## src/rtl/acc_control_unit_if.sv

```systemverilog
// Memory bus and accumulator register control bundle
// for the accumulator-machine sequencer.
interface acc_control_unit_if #(
  parameter int N = 8,
  parameter int A = 4
);
  logic [A-1:0] mem_addr;
  logic [N-1:0] mem_rdata;
  logic [N-1:0] mem_wdata;
  logic         mem_we;
  logic [N-1:0] acc_q;
  logic [1:0]   alu_op;
  logic [N-1:0] alu_b;
  logic         acc_reset_n;
  logic         acc_set_n;
  logic         acc_do_nothing;

  modport master (
    output mem_addr,
    output mem_wdata,
    output mem_we,
    output alu_op,
    output alu_b,
    output acc_reset_n,
    output acc_set_n,
    output acc_do_nothing,
    input  mem_rdata,
    input  acc_q
  );

  modport slave (
    input  mem_addr,
    input  mem_wdata,
    input  mem_we,
    input  alu_op,
    input  alu_b,
    input  acc_reset_n,
    input  acc_set_n,
    input  acc_do_nothing,
    output mem_rdata,
    output acc_q
  );
endinterface

```

## src/rtl/acc_control_unit.sv

```systemverilog
// Fetch/decode sequencer driving the accumulator register
// strobes, ALU select and the shared synchronous memory.
module acc_control_unit #(
  parameter int N = 8,
  parameter int A = 4
) (
  input  logic         clock,
  input  logic         reset,
  acc_control_unit_if.master bus,
  output logic [A-1:0] pc,
  output logic         halted
);

  typedef enum logic [2:0] {
    S_FETCH,
    S_FETCH_WAIT,
    S_DECODE,
    S_OPERAND,
    S_OPERAND_WAIT,
    S_WRITEBACK,
    S_STORE,
    S_HALT
  } state_t;

  localparam logic [3:0] OP_LOAD  = 4'h1;
  localparam logic [3:0] OP_STORE = 4'h2;
  localparam logic [3:0] OP_ADD   = 4'h3;
  localparam logic [3:0] OP_SUB   = 4'h4;
  localparam logic [3:0] OP_AND   = 4'h5;
  localparam logic [3:0] OP_CLR   = 4'h6;
  localparam logic [3:0] OP_SET   = 4'h7;
  localparam logic [3:0] OP_JMP   = 4'h8;
  localparam logic [3:0] OP_JZ    = 4'h9;
  localparam logic [3:0] OP_HALT  = 4'hF;

  state_t       state;
  state_t       state_n;
  logic [3:0]   ir_op;
  logic [A-1:0] ir_arg;
  logic [A-1:0] pc_q;
  logic [N-1:0] alu_b_q;
  logic [1:0]   alu_op_q;
  logic         acc_zero;

  assign acc_zero = (bus.acc_q == '0);

  always_ff @(posedge clock) begin
    if (reset) state <= S_FETCH;
    else       state <= state_n;
  end

  always_comb begin
    state_n = state;
    unique case (state)
      S_FETCH:        state_n = S_FETCH_WAIT;
      S_FETCH_WAIT:   state_n = S_DECODE;
      S_DECODE: begin
        unique case (1'b1)
          (ir_op == OP_LOAD),
          (ir_op == OP_ADD),
          (ir_op == OP_SUB),
          (ir_op == OP_AND):   state_n = S_OPERAND;
          (ir_op == OP_STORE): state_n = S_STORE;
          (ir_op == OP_CLR),
          (ir_op == OP_SET):   state_n = S_WRITEBACK;
          (ir_op == OP_HALT):  state_n = S_HALT;
          default:             state_n = S_FETCH;
        endcase
      end
      S_OPERAND:      state_n = S_OPERAND_WAIT;
      S_OPERAND_WAIT: state_n = S_WRITEBACK;
      S_WRITEBACK:    state_n = S_FETCH;
      S_STORE:        state_n = S_FETCH;
      S_HALT:         state_n = S_HALT;
      default:        state_n = S_FETCH;
    endcase
  end

  // Only the opcode and address fields of the fetched word are kept
  always_ff @(posedge clock) begin
    if (reset) begin
      pc_q     <= '0;
      ir_op    <= '0;
      ir_arg   <= '0;
      alu_b_q  <= '0;
      alu_op_q <= 2'b00;
    end else begin
      unique case (state)
        S_FETCH_WAIT: begin
          ir_op  <= bus.mem_rdata[N-1:N-4];
          ir_arg <= bus.mem_rdata[A-1:0];
          pc_q   <= pc_q + A'(1);
        end
        S_DECODE: begin
          unique case (1'b1)
            (ir_op == OP_LOAD): alu_op_q <= 2'b00;
            (ir_op == OP_ADD):  alu_op_q <= 2'b01;
            (ir_op == OP_SUB):  alu_op_q <= 2'b10;
            (ir_op == OP_AND):  alu_op_q <= 2'b11;
            (ir_op == OP_JMP):  pc_q <= ir_arg;
            (ir_op == OP_JZ):   if (acc_zero) pc_q <= ir_arg;
            default: ;
          endcase
        end
        S_OPERAND_WAIT: alu_b_q <= bus.mem_rdata;
        default: ;
      endcase
    end
  end

  // Reset masks every strobe and the write enable immediately
  always_comb begin
    bus.mem_addr       = pc_q;
    bus.mem_we         = 1'b0;
    bus.acc_reset_n    = 1'b1;
    bus.acc_set_n      = 1'b1;
    bus.acc_do_nothing = 1'b1;
    unique case (state)
      S_OPERAND: bus.mem_addr = ir_arg;
      S_STORE: begin
        bus.mem_addr = ir_arg;
        bus.mem_we   = !reset;
      end
      S_WRITEBACK: begin
        if (!reset) begin
          unique case (1'b1)
            (ir_op == OP_CLR): bus.acc_reset_n    = 1'b0;
            (ir_op == OP_SET): bus.acc_set_n      = 1'b0;
            default:           bus.acc_do_nothing = 1'b0;
          endcase
        end
      end
      default: ;
    endcase
  end

  assign bus.mem_wdata = bus.acc_q;
  assign bus.alu_op    = alu_op_q;
  assign bus.alu_b     = alu_b_q;
  assign pc            = pc_q;
  assign halted        = (state == S_HALT);

endmodule

```

## src/flat_wrapper.sv

```systemverilog
// flat-port wrapper written by rule: the top's interface ports become plain ports
module acc_control_unit_flat 
#(
  parameter int N = 8,
  parameter int A = 4
)
  (clock, reset, pc, halted, bus_mem_addr, bus_mem_wdata, bus_mem_we, bus_alu_op, bus_alu_b, bus_acc_reset_n, bus_acc_set_n, bus_acc_do_nothing, bus_mem_rdata, bus_acc_q);
  acc_control_unit_if #(.N(N), .A(A)) bus_i ();
  input  logic clock;
  input  logic reset;
  output logic [A-1:0] pc;
  output logic halted;
  output wire logic [$bits(bus_i.mem_addr)-1:0] bus_mem_addr;
  output wire logic [$bits(bus_i.mem_wdata)-1:0] bus_mem_wdata;
  output wire logic [$bits(bus_i.mem_we)-1:0] bus_mem_we;
  output wire logic [$bits(bus_i.alu_op)-1:0] bus_alu_op;
  output wire logic [$bits(bus_i.alu_b)-1:0] bus_alu_b;
  output wire logic [$bits(bus_i.acc_reset_n)-1:0] bus_acc_reset_n;
  output wire logic [$bits(bus_i.acc_set_n)-1:0] bus_acc_set_n;
  output wire logic [$bits(bus_i.acc_do_nothing)-1:0] bus_acc_do_nothing;
  input wire logic [$bits(bus_i.mem_rdata)-1:0] bus_mem_rdata;
  input wire logic [$bits(bus_i.acc_q)-1:0] bus_acc_q;
  assign bus_mem_addr = bus_i.mem_addr;
  assign bus_mem_wdata = bus_i.mem_wdata;
  assign bus_mem_we = bus_i.mem_we;
  assign bus_alu_op = bus_i.alu_op;
  assign bus_alu_b = bus_i.alu_b;
  assign bus_acc_reset_n = bus_i.acc_reset_n;
  assign bus_acc_set_n = bus_i.acc_set_n;
  assign bus_acc_do_nothing = bus_i.acc_do_nothing;
  assign bus_i.mem_rdata = bus_mem_rdata;
  assign bus_i.acc_q = bus_acc_q;
  acc_control_unit #(.N(N), .A(A)) u_core (.clock(clock), .reset(reset), .bus(bus_i), .pc(pc), .halted(halted));
endmodule
```

## config.mk

```make
export PLATFORM = sky130hd
export DESIGN_NAME = acc_control_unit_flat
export DESIGN_NICKNAME = d
export VERILOG_FILES = /design/src/rtl/acc_control_unit_if.sv /design/src/rtl/acc_control_unit.sv /design/src/flat_wrapper.sv
export SDC_FILE = /design/constraint.sdc
export NUM_CORES = 1
export LEC_CHECK = 0
export BUFFER_PORTS_ARGS = -buffer_cell sky130_fd_sc_hd__buf_4
export CAP_MARGIN = 20
export CELL_PAD_IN_SITES_DETAIL_PLACEMENT = 0
export CELL_PAD_IN_SITES_GLOBAL_PLACEMENT = 1
export CORE_UTILIZATION = 25
export CTS_CLUSTER_SIZE = 8
export DETAILED_ROUTE_END_ITERATION = 10
export GPL_TIMING_DRIVEN = 0
export PLACE_DENSITY = 0.66
export SYNTH_ARGS = -nofsm -noshare
export SYNTH_HDL_FRONTEND = slang
export SYNTH_SLANG_ARGS = --single-unit
export TNS_END_PERCENT = 10
```

## constraint.sdc

```tcl
create_clock -name clock -period 1.7 [get_ports clock]
set_input_delay 0.085 -clock clock [delete_from_list [all_inputs] [get_ports clock]]
set_output_delay 0.085 -clock clock [all_outputs]
set_load 0.05 [all_outputs]
```

# Word level (Yosys, flattened, before mapping)

Cells that the tools add are included.

Word-level logic and storage cells: 54
Bits in latches: 0
Memories: 0
Register bits: 25
Input bits: 18
Bits in writable memories: 0
Memory bits (read-only): 0

Equality and inequality tests: 19
Divide/modulo/power cells: 0
Add/sub/neg operators: 1
Multipliers: 0
Multiplexer cells: 17
Reductions and logical operators: 11
Shift operators: 0
Bitwise gates (word level): 0
Order comparisons: 0

Operator list:

| kind                | count |
|---|---|
| $pmux 3 s7          | 1 |
| $eq 4x3->1 const B  | 4 |
| $pmux 4 s2          | 2 |
| $eq 3x3->1 const B  | 4 |
| $eq 4x4->1 const B  | 3 |
| $pmux 3 s4          | 1 |
| $mux 1              | 10 |
| $eq 4x2->1 const B  | 2 |
| $logic_not 8->1     | 1 |
| $mux 4              | 2 |
| $pmux 2 s4          | 1 |
| $eq 3x2->1 const B  | 2 |
| $reduce_or 2->1     | 3 |
| $add 4x1->4 const B | 1 |
| $eq 4x1->1 const B  | 1 |
| $reduce_bool 4->1   | 1 |
| $reduce_or 4->1     | 1 |
| $eq 3x1->1 const B  | 1 |
| $logic_not 3->1     | 1 |
| $ne 3x1->1 const B  | 1 |
| $ne 3x2->1 const B  | 1 |
| $reduce_and 3->1    | 1 |
| $reduce_and 2->1    | 1 |
| $reduce_bool 2->1   | 1 |
| $logic_not 1->1     | 1 |

# Logic depth before layout (Yosys ltp)

Gate-level depths: netlist of run 1.

Depth in word-level cells: 5
Gate-level depth with buffers: 6
Depth with buffers taken out: 4

# Worst setup path before layout of run 1

OpenSTA, ideal clock, no wires.

Path kind: register to output
From: register u_core.state[2]
To: output port bus_mem_we
Stages on the path, launching flop included: 3
Arrival time: 2080 ps
Setup slack: -465 ps
Path buffers: 1
Cells stage by stage: dfxtp_1 -> buf_2 -> nor4bb_1

Longest elaborated chain between the ends: 2

Ends and longest elaborated chain:

| item                   | RTL line                | text |
|---|---|---|
| start, declared        | acc_control_unit.sv:36  | `state_t state;` |
| start signal, assigned | acc_control_unit.sv:49  | `else state <= state_n;` |
| $eq 3x3->1             | acc_control_unit.sv:118 | `unique case (state)` |
| $mux 1                 | acc_control_unit.sv:118 |  |
| end, declared          | flat_wrapper.sv:15      | `output wire logic [$bits(bus_i.mem_we)-1:0] bus_mem_we;` |

No other way between the ends.

# Final worst setup path of run 1

From: register u_core.state[1]
To: register u_core.pc_q[0] (netlist: u_core.pc[0])

Longest elaborated chain between the ends: 3

Ends and longest elaborated chain:

| item                                                | RTL line                | text |
|---|---|---|
| $eq 3x2->1 or $eq 3x1->1 (tied branches)            | acc_control_unit.sv:88  | `unique case (state)` |
| $ne 3x2->1 (no source line) (tied with other cells) | -                       |  |
| $reduce_and 3->1 (no source line)                   | -                       |  |
| end signal, assigned                                | acc_control_unit.sv:92  | `pc_q <= pc_q + A'(1);` |
| end signal, assigned                                | acc_control_unit.sv:100 | `(ir_op == OP_JMP): pc_q <= ir_arg;` |
| end signal, assigned                                | acc_control_unit.sv:101 | `(ir_op == OP_JZ): if (acc_zero) pc_q <= ir_arg;` |
| end, declared                                       | acc_control_unit.sv:40  | `logic [A-1:0] pc_q;` |

Parallel ways exist; a longest one is shown, timed or not.
A chain may end at the register's enable or synchronous reset.

==> results of run 1 <==
metrics by stage:
stage | TNS (ns) | power, W
2_1_floorplan | -0.144 | 0.000990
3_3_place_gp | 0 | 0.00112
3_5_place_dp | 0 | 0.00112
4_1_cts | 0 | 0.00149
5_1_grt | -0.428 | 0.00157
6_report | 0 | 0.00148
power by group through the flow:
stage	clock, W	combinational (W)	sequential, W
floorplan	0	0.000289	0.000700
detailed placement	0	0.000457	0.000665
finish	0.000353	0.000471	0.000655
global route	0.000399	0.000507	0.000662
CTS	0.000370	0.000469	0.000651
global placement	0	0.000459	0.000665
routing by layer:
metal	track usage, %	up-vias
li1	-	632
met1	16.1	545
met2	18.1	48
met3	2.68	2
met4	1.89	0
met5	0	-
cell usage in the layout, fill, tap and decap left out, types with 3 or more instances in the layout:
master	count
a21oi_1	10
inv_1	3
mux2i_1	16
buf_6	5
nand2_1	7
nor2b_1	5
buf_2	3
clkbuf_8	3
buf_4	53
o21ai_0	7
nor2_1	20
dfxtp_1	25
mux2_2	4
nor3b_2	3
clkbuf_1	4
state kept, by name, indices dropped and copies added, names as in the netlist:
| register | cells |
|---|---|
| u_core.bus.alu_b | 8 |
| u_core.bus.alu_op | 2 |
| u_core.ir_arg | 4 |
| u_core.ir_op | 4 |
| u_core.pc | 4 |
| u_core.state | 3 |
worst max-delay path, delay by kind of cell, from the launching register on:
kind / cells / cell delay (ns)
buf+inv: 1 / 0.19
simple gates: 2 / 0.81
compound gates: 2 / 0.29
flops: 1 / 0.31
repair_timing:
action	CTS	global route
gates cloned	0	0
gates resized for setup	6	8
endpoints found under the setup margin	6	13
pin swaps	0	0
area by class of cell:
class                           count  area (um2)
Buffer                             19         124
Clock buffer                        3        41.3
Clock inverter                      1        5.00
Fill cell                         567        3230
Inverter                            3        11.3
Multi-Input combinational cell    104         736
Sequential cell                    25         500
Tap cell                           70        87.6
Timing Repair Buffer               47         368
worst max path at each step:
stage          slack [ns]                  to  cells after the start             from
2_1_floorplan       -0.14  bus_acc_do_nothing                      3  u_core.ir_op[1]
3_3_place_gp         0.08        u_core.pc[0]                      5  u_core.state[1]
3_5_place_dp         0.09        u_core.pc[0]                      5  u_core.state[1]
4_1_cts             0.009     bus_mem_addr[3]                      5  u_core.state[0]
5_1_grt             -0.09        u_core.pc[1]                      6  u_core.state[1]
6_report             0.03        u_core.pc[0]                      5  u_core.state[1]
cells by family after synthesis:
family,Yosys count
XOR/XNOR,3
AO/OA/AOI/OAI,29
AND/OR/NAND/NOR,51
adder cells (fa/ha/maj),1
multiplexers,20
buffers and inverters,23
flip-flops,25
==> impl_metrics.py, run 1 <==
metrics = {
    "critical_path": {
        "crit_slowest_cell": "or4_1",
        "endpoint_kind": "flop",
        "worstSetupPathType": "reg -> reg",
        "reg2reg_slack_ns": 0.03,
        "path_max_fanout": 10,
        "crit_chain": "buf_2, nor3b_2, a31oi_1, or4_1, a31oi_1",
        "reg2reg_from": "u_core.state[1]",
        "r2r_end": "u_core.pc[0]",
        "worstPathArrival_ns": 1.87,
        "cp_common_cell": "a31oi_1",
        "rr_worst_depth": 5,
        "cp-start-kind": "flop",
        "required_ns": 1.90,
        "crit_path_max_incr_delay_ns": 0.50,
    },
    "cts": {
        "numCtsBuffers": 3,
        "clock-sinks": 25,
        "h-tree-depth": 1,
        "clk_pin_slew_ns": 0.09,
        "clk_latency_ns": 0.26,
        "post_cts_buffers": 0,
        "ctsHoldBuffers": 0,
        "cts_max_path_buffers": 2,
        "cts-root-buf": "clkbuf_8",
        "cts_tree": "yes",
    },
    "logic_synthesis": {
        "synth_top_family_by_area": "simple AND/OR/NAND/NOR gates",
        "synth_cell_types": 35,
        "synth_area_leaders": "dfxtp_1 38%, mux2i_1 12%, nor2_1 5.6%",
        "synthesis.area_um2": 1330,
        "yosys_warnings": 0,
        "synth_mux_area_share_pct": 15.4,
        "ys_ff_latch": 25,
        "ys_async_sr_fraction_pct": 0,
        "ys_seq_area_share_pct": 37.7,
        "synth_xor_area_share_pct": 1.98,
        "synthFlopType": "dfxtp_1",
        "avgSynthCellArea_um2": 8.74,
        "synth_nets": 171,
        "post-synth-top-count-cell": "dfxtp_1",
        "syn_inst": 152,
        "synth_edf_count": 0,
        "synthAdderAreaFrac_pct": 0.942,
        "synth_compound_area_share_pct": 13.6,
        "synth_common_cells": "25 x dfxtp_1, 20 x nor2_1, 16 x mux2i_1",
        "yosys.area.top_type_share_pct": 37.7,
        "yosys.area_share.simple_pct": 20.8,
        "yosysTopAreaCell": "dfxtp_1",
    },
    "floorplan": {
        "ios": 49,
        "die-height_um": 74.9,
        "dieWidth_um": 74.9,
        "die-area_um2": 5610,
        "coreArea_um2": 5110,
        "start_util_pct": 26.0,
        "row_count": 26,
    },
    "final_layout": {
        "antenna_cells": 0,
        "fin_nets": 222,
        "drive_above_1_share_pct": 39.1,
        "final_cell_area_um2": 1870,
        "finalNonFillerCells": 272,
        "area_growth_syn_to_layout_pct": 41.0,
        "fin_util_pct": 36.7,
    },
    "sta": {
        "relSlewSlack_pct": 66.9,
        "grt_setup_unrepaired": "yes",
        "finalWorstSetupSlack_ns": 0.0273,
        "fin_hold_ws_ns": 0.0536,
        "max_slew.worst_pin.slew_ns": 0.497,
        "final_max_slew_viol_count": 0,
        "fin_skew_ns": 0.00103,
        "period_needed_ns": 1.67,
        "hold_viol": 0,
        "finalSetupViolations": 0,
        "fmax_mhz": 598,
        "post-route-period-util_pct": 98.4,
    },
    "power_and_ir_drop": {
        "p_int_w": 0.000978,
        "sw_frac_of_total_pct": 33.9,
        "powerDensity_nw_per_um2": 790,
        "power_frac_seq_pct": 44.3,
        "p_sw_w": 0.000501,
        "ir_drop_mv": 0.397,
        "power_leakage_nw": 0.763,
        "combPwrFrac_pct": 31.8,
        "clockPowerShare_pct": 23.9,
    },
    "detailed_routing": {
        "avgRoutedWirePerCell_um": 11.7,
        "drt_iter0_markers": 50,
        "routed_wl_mm": 3.19,
        "top_layer": "met4",
        "firstDrtPassIters": 4,
        "dr_wl_met2_mm": 1.39,
        "via_per_inst": 4.51,
        "post-route-drc-count": 0,
        "num_vias": 1227,
        "met3_length_um": 246,
        "final_antenna_net_count": 0,
        "wl_met1_mm": 1.54,
    },
    "grt": {
        "first_global_vias": 1052,
        "grt_start_max_net_pins": 15,
        "grt_pass1_wl_mm": 5.02,
        "grt_use_total_pct": 11.5,
        "antenna_found_initial": 0,
        "grt_overflow_total": 0,
    },
    "worst_hold_path": {
        "hold_depth": 3,
        "min-delay-start": "bus_mem_rdata[4]",
        "hold_end": "u_core.ir_op[0]",
        "hold_path_class": "in -> reg",
    },
    "placed_design": {
        "dp_hpwl_mm": 2.38,
        "dp_cells": 269,
        "place_area_um2": 1780,
        "place_congestion": 0.744,
        "numPortBuffers": 47,
        "dp_slack_ns": 0.0891,
    },
    "run": {
        "cap_violations": 0,
    },
    "run_status": {
        "status": "finished clean",
    },
}
Note: power is estimated with default switching activity, not from simulation.
==> run 2, diff against run 1 <==
Settings changed: CORE_UTILIZATION 25 to 31, PLACE_DENSITY 0.66 to default, PLACE_DENSITY_LB_ADDON from default to 0.1.
Clock period 1.7 ns to 1.5 ns, I/O delays scaled along.
==> impl_metrics.py, run 2 (synthesis gave the netlist of run 1 again) <==
metrics = {
    "floorplan": {
        "coreArea_um2": 4060,
        "ios": 49,
        "row_count": 23,
        "start_util_pct": 32.7,
        "dieWidth_um": 67.5,
        "die-height_um": 67.5,
        "die-area_um2": 4550,
    },
    "cts": {
        "ctsHoldBuffers": 0,
        "cts_max_path_buffers": 2,
        "h-tree-depth": 1,
        "cts-root-buf": "clkbuf_8",
        "clk_latency_ns": 0.28,
        "cts_tree": "yes",
        "clock-sinks": 25,
        "numCtsBuffers": 3,
        "clk_pin_slew_ns": 0.10,
    },
    "critical_path": {
        "worstSetupPathType": "reg -> out",
        "rr_worst_depth": 5,
        "reg2reg_slack_ns": -0.10,
        "cp-start-kind": "flop",
        "required_ns": 1.42,
        "reg2reg_from": "u_core.state[0]",
        "worstPathArrival_ns": 1.54,
        "r2r_end": "u_core.pc[0]",
        "path_max_fanout": 6,
        "endpoint_kind": "output port",
    },
    "grt": {
        "grt_pass1_wl_mm": 5.40,
        "grt_use_total_pct": 15.7,
        "antenna_found_initial": 0,
        "grt_overflow_total": 0,
        "first_global_vias": 1177,
        "grt_start_max_net_pins": 17,
    },
    "detailed_routing": {
        "num_vias": 1276,
        "routed_wl_mm": 3.42,
        "avgRoutedWirePerCell_um": 13.3,
        "drt_iter0_markers": 52,
        "post-route-drc-count": 0,
        "firstDrtPassIters": 4,
        "via_per_inst": 4.95,
        "final_antenna_net_count": 0,
    },
    "sta": {
        "finalWorstSetupSlack_ns": -0.114,
        "hold_viol": 0,
        "fin_skew_ns": 0.00674,
        "finalSetupViolations": 11,
        "period_needed_ns": 1.61,
        "fin_setup_tns_ns": -0.905,
        "relSlewSlack_pct": 65.2,
        "final_max_slew_viol_count": 0,
        "post-route-period-util_pct": 108,
        "fmax_mhz": 620,
        "grt_setup_unrepaired": "yes",
        "max_slew.worst_pin.slew_ns": 0.522,
    },
    "placed_design": {
        "dp_hpwl_mm": 2.51,
        "dp_slack_ns": -0.132,
        "place_congestion": 0.712,
        "numPortBuffers": 47,
    },
    "worst_hold_path": {
        "hold_path_class": "in -> reg",
        "hold_depth": 3,
        "min-delay-start": "bus_mem_rdata[5]",
        "hold_end": "u_core.ir_op[1]",
    },
    "final_layout": {
        "drive_above_1_share_pct": 44.2,
        "antenna_cells": 0,
        "final_cell_mix": "57 x buf_4, 21 x dfxtp_1, 20 x nor2_1",
        "largest_reg_flops": 8,
        "fin_nets": 228,
        "layout_commonest_cell": "buf_4",
        "area_growth_syn_to_layout_pct": 47.8,
    },
    "power_and_ir_drop": {
        "ir_drop_mv": 0.765,
        "power_leakage_nw": 0.824,
        "p_total_w": 0.00178,
        "powerDensity_nw_per_um2": 905,
    },
    "run_status": {
        "status": "finished, violations left",
        "violations": "setup timing",
    },
    "run": {
        "cap_violations": 0,
    },
}
run 2: cell types whose count changed in the layout (fill, tap and decap cells not counted), sizes merged:
| cell | before | now |
|---|---|---|
| buf | 61 | 68 |
| clkbuf | 8 | 7 |
| clkinv | 1 | 0 |
| inv | 3 | 4 |
run 2: per-layer routing:
layer | vias to the layer above | routed length (um) | track usage, %
li1 | 642 | - | -
met1 | 592 | 1530 | 18.4
met2 | 40 | 1670 | 28.1
met3 | 2 | 207 | 4.22
met4 | 0 | 19 | 3.46
met5 | - | 0 | 0
run 2: power breakdown:
part           leakage [nW]  internal (W)  switching (W)
Sequential            0.205      0.000707      0.0000473
Clock                0.0261      0.000195       0.000241
Combinational         0.593      0.000260       0.000327
Total                 0.824       0.00116       0.000616
run 2: worst max path at each step:
stage,from,endpoint,cells past startpoint
2_1_floorplan,u_core.state[2],bus_mem_we,2
3_3_place_gp,u_core.state[1],u_core.pc[0],5
3_5_place_dp,u_core.state[0],u_core.pc[0],5
4_1_cts,u_core.state[0],bus_mem_addr[3],5
5_1_grt,u_core.state[2],bus_acc_reset_n,5
6_report,u_core.state[0],bus_mem_addr[3],5
run 2: area by class of cell:
| class | count | area [um2] |
|---|---|---|
| tap | 50 | 62.6 |
| sequential | 25 | 505 |
| clock inverter | 1 | 8.76 |
| buffer | 18 | 136 |
| multi-input combinational | 104 | 767 |
| clock buffer | 3 | 41.3 |
| inverter | 3 | 11.3 |
| timing repair buffer | 54 | 432 |
| fill | 393 | 2090 |
run 2: worst max-delay path, stage by stage, from the launching register on:
cell and delay, ns:
dfxtp_2 0.34, buf_6 0.12, xor2_1 0.17, nand2_2 0.14, mux2_4 0.33, buf_8 0.15
run 2: metrics by stage:
step | cell area (um2) | std cells | hold WS [ns] | util [%]
floorplan | 1340 | 152 | 0.214 | -
global placement | 1750 | 249 | 0.320 | 43.1
detailed placement | 1750 | 249 | 0.332 | 43.1
CTS | 1940 | 258 | 0.0367 | 47.9
global route | 1960 | 258 | 0.0358 | 48.4
finish | 1960 | 258 | 0.0367 | 48.4
run 2: timing repair:
item / in CTS / in global routing
setup buffers: 7 / 0
setup endpoints to repair: 13 / 23
pin swaps: 3 / 1
gates resized for setup: 26 / 6
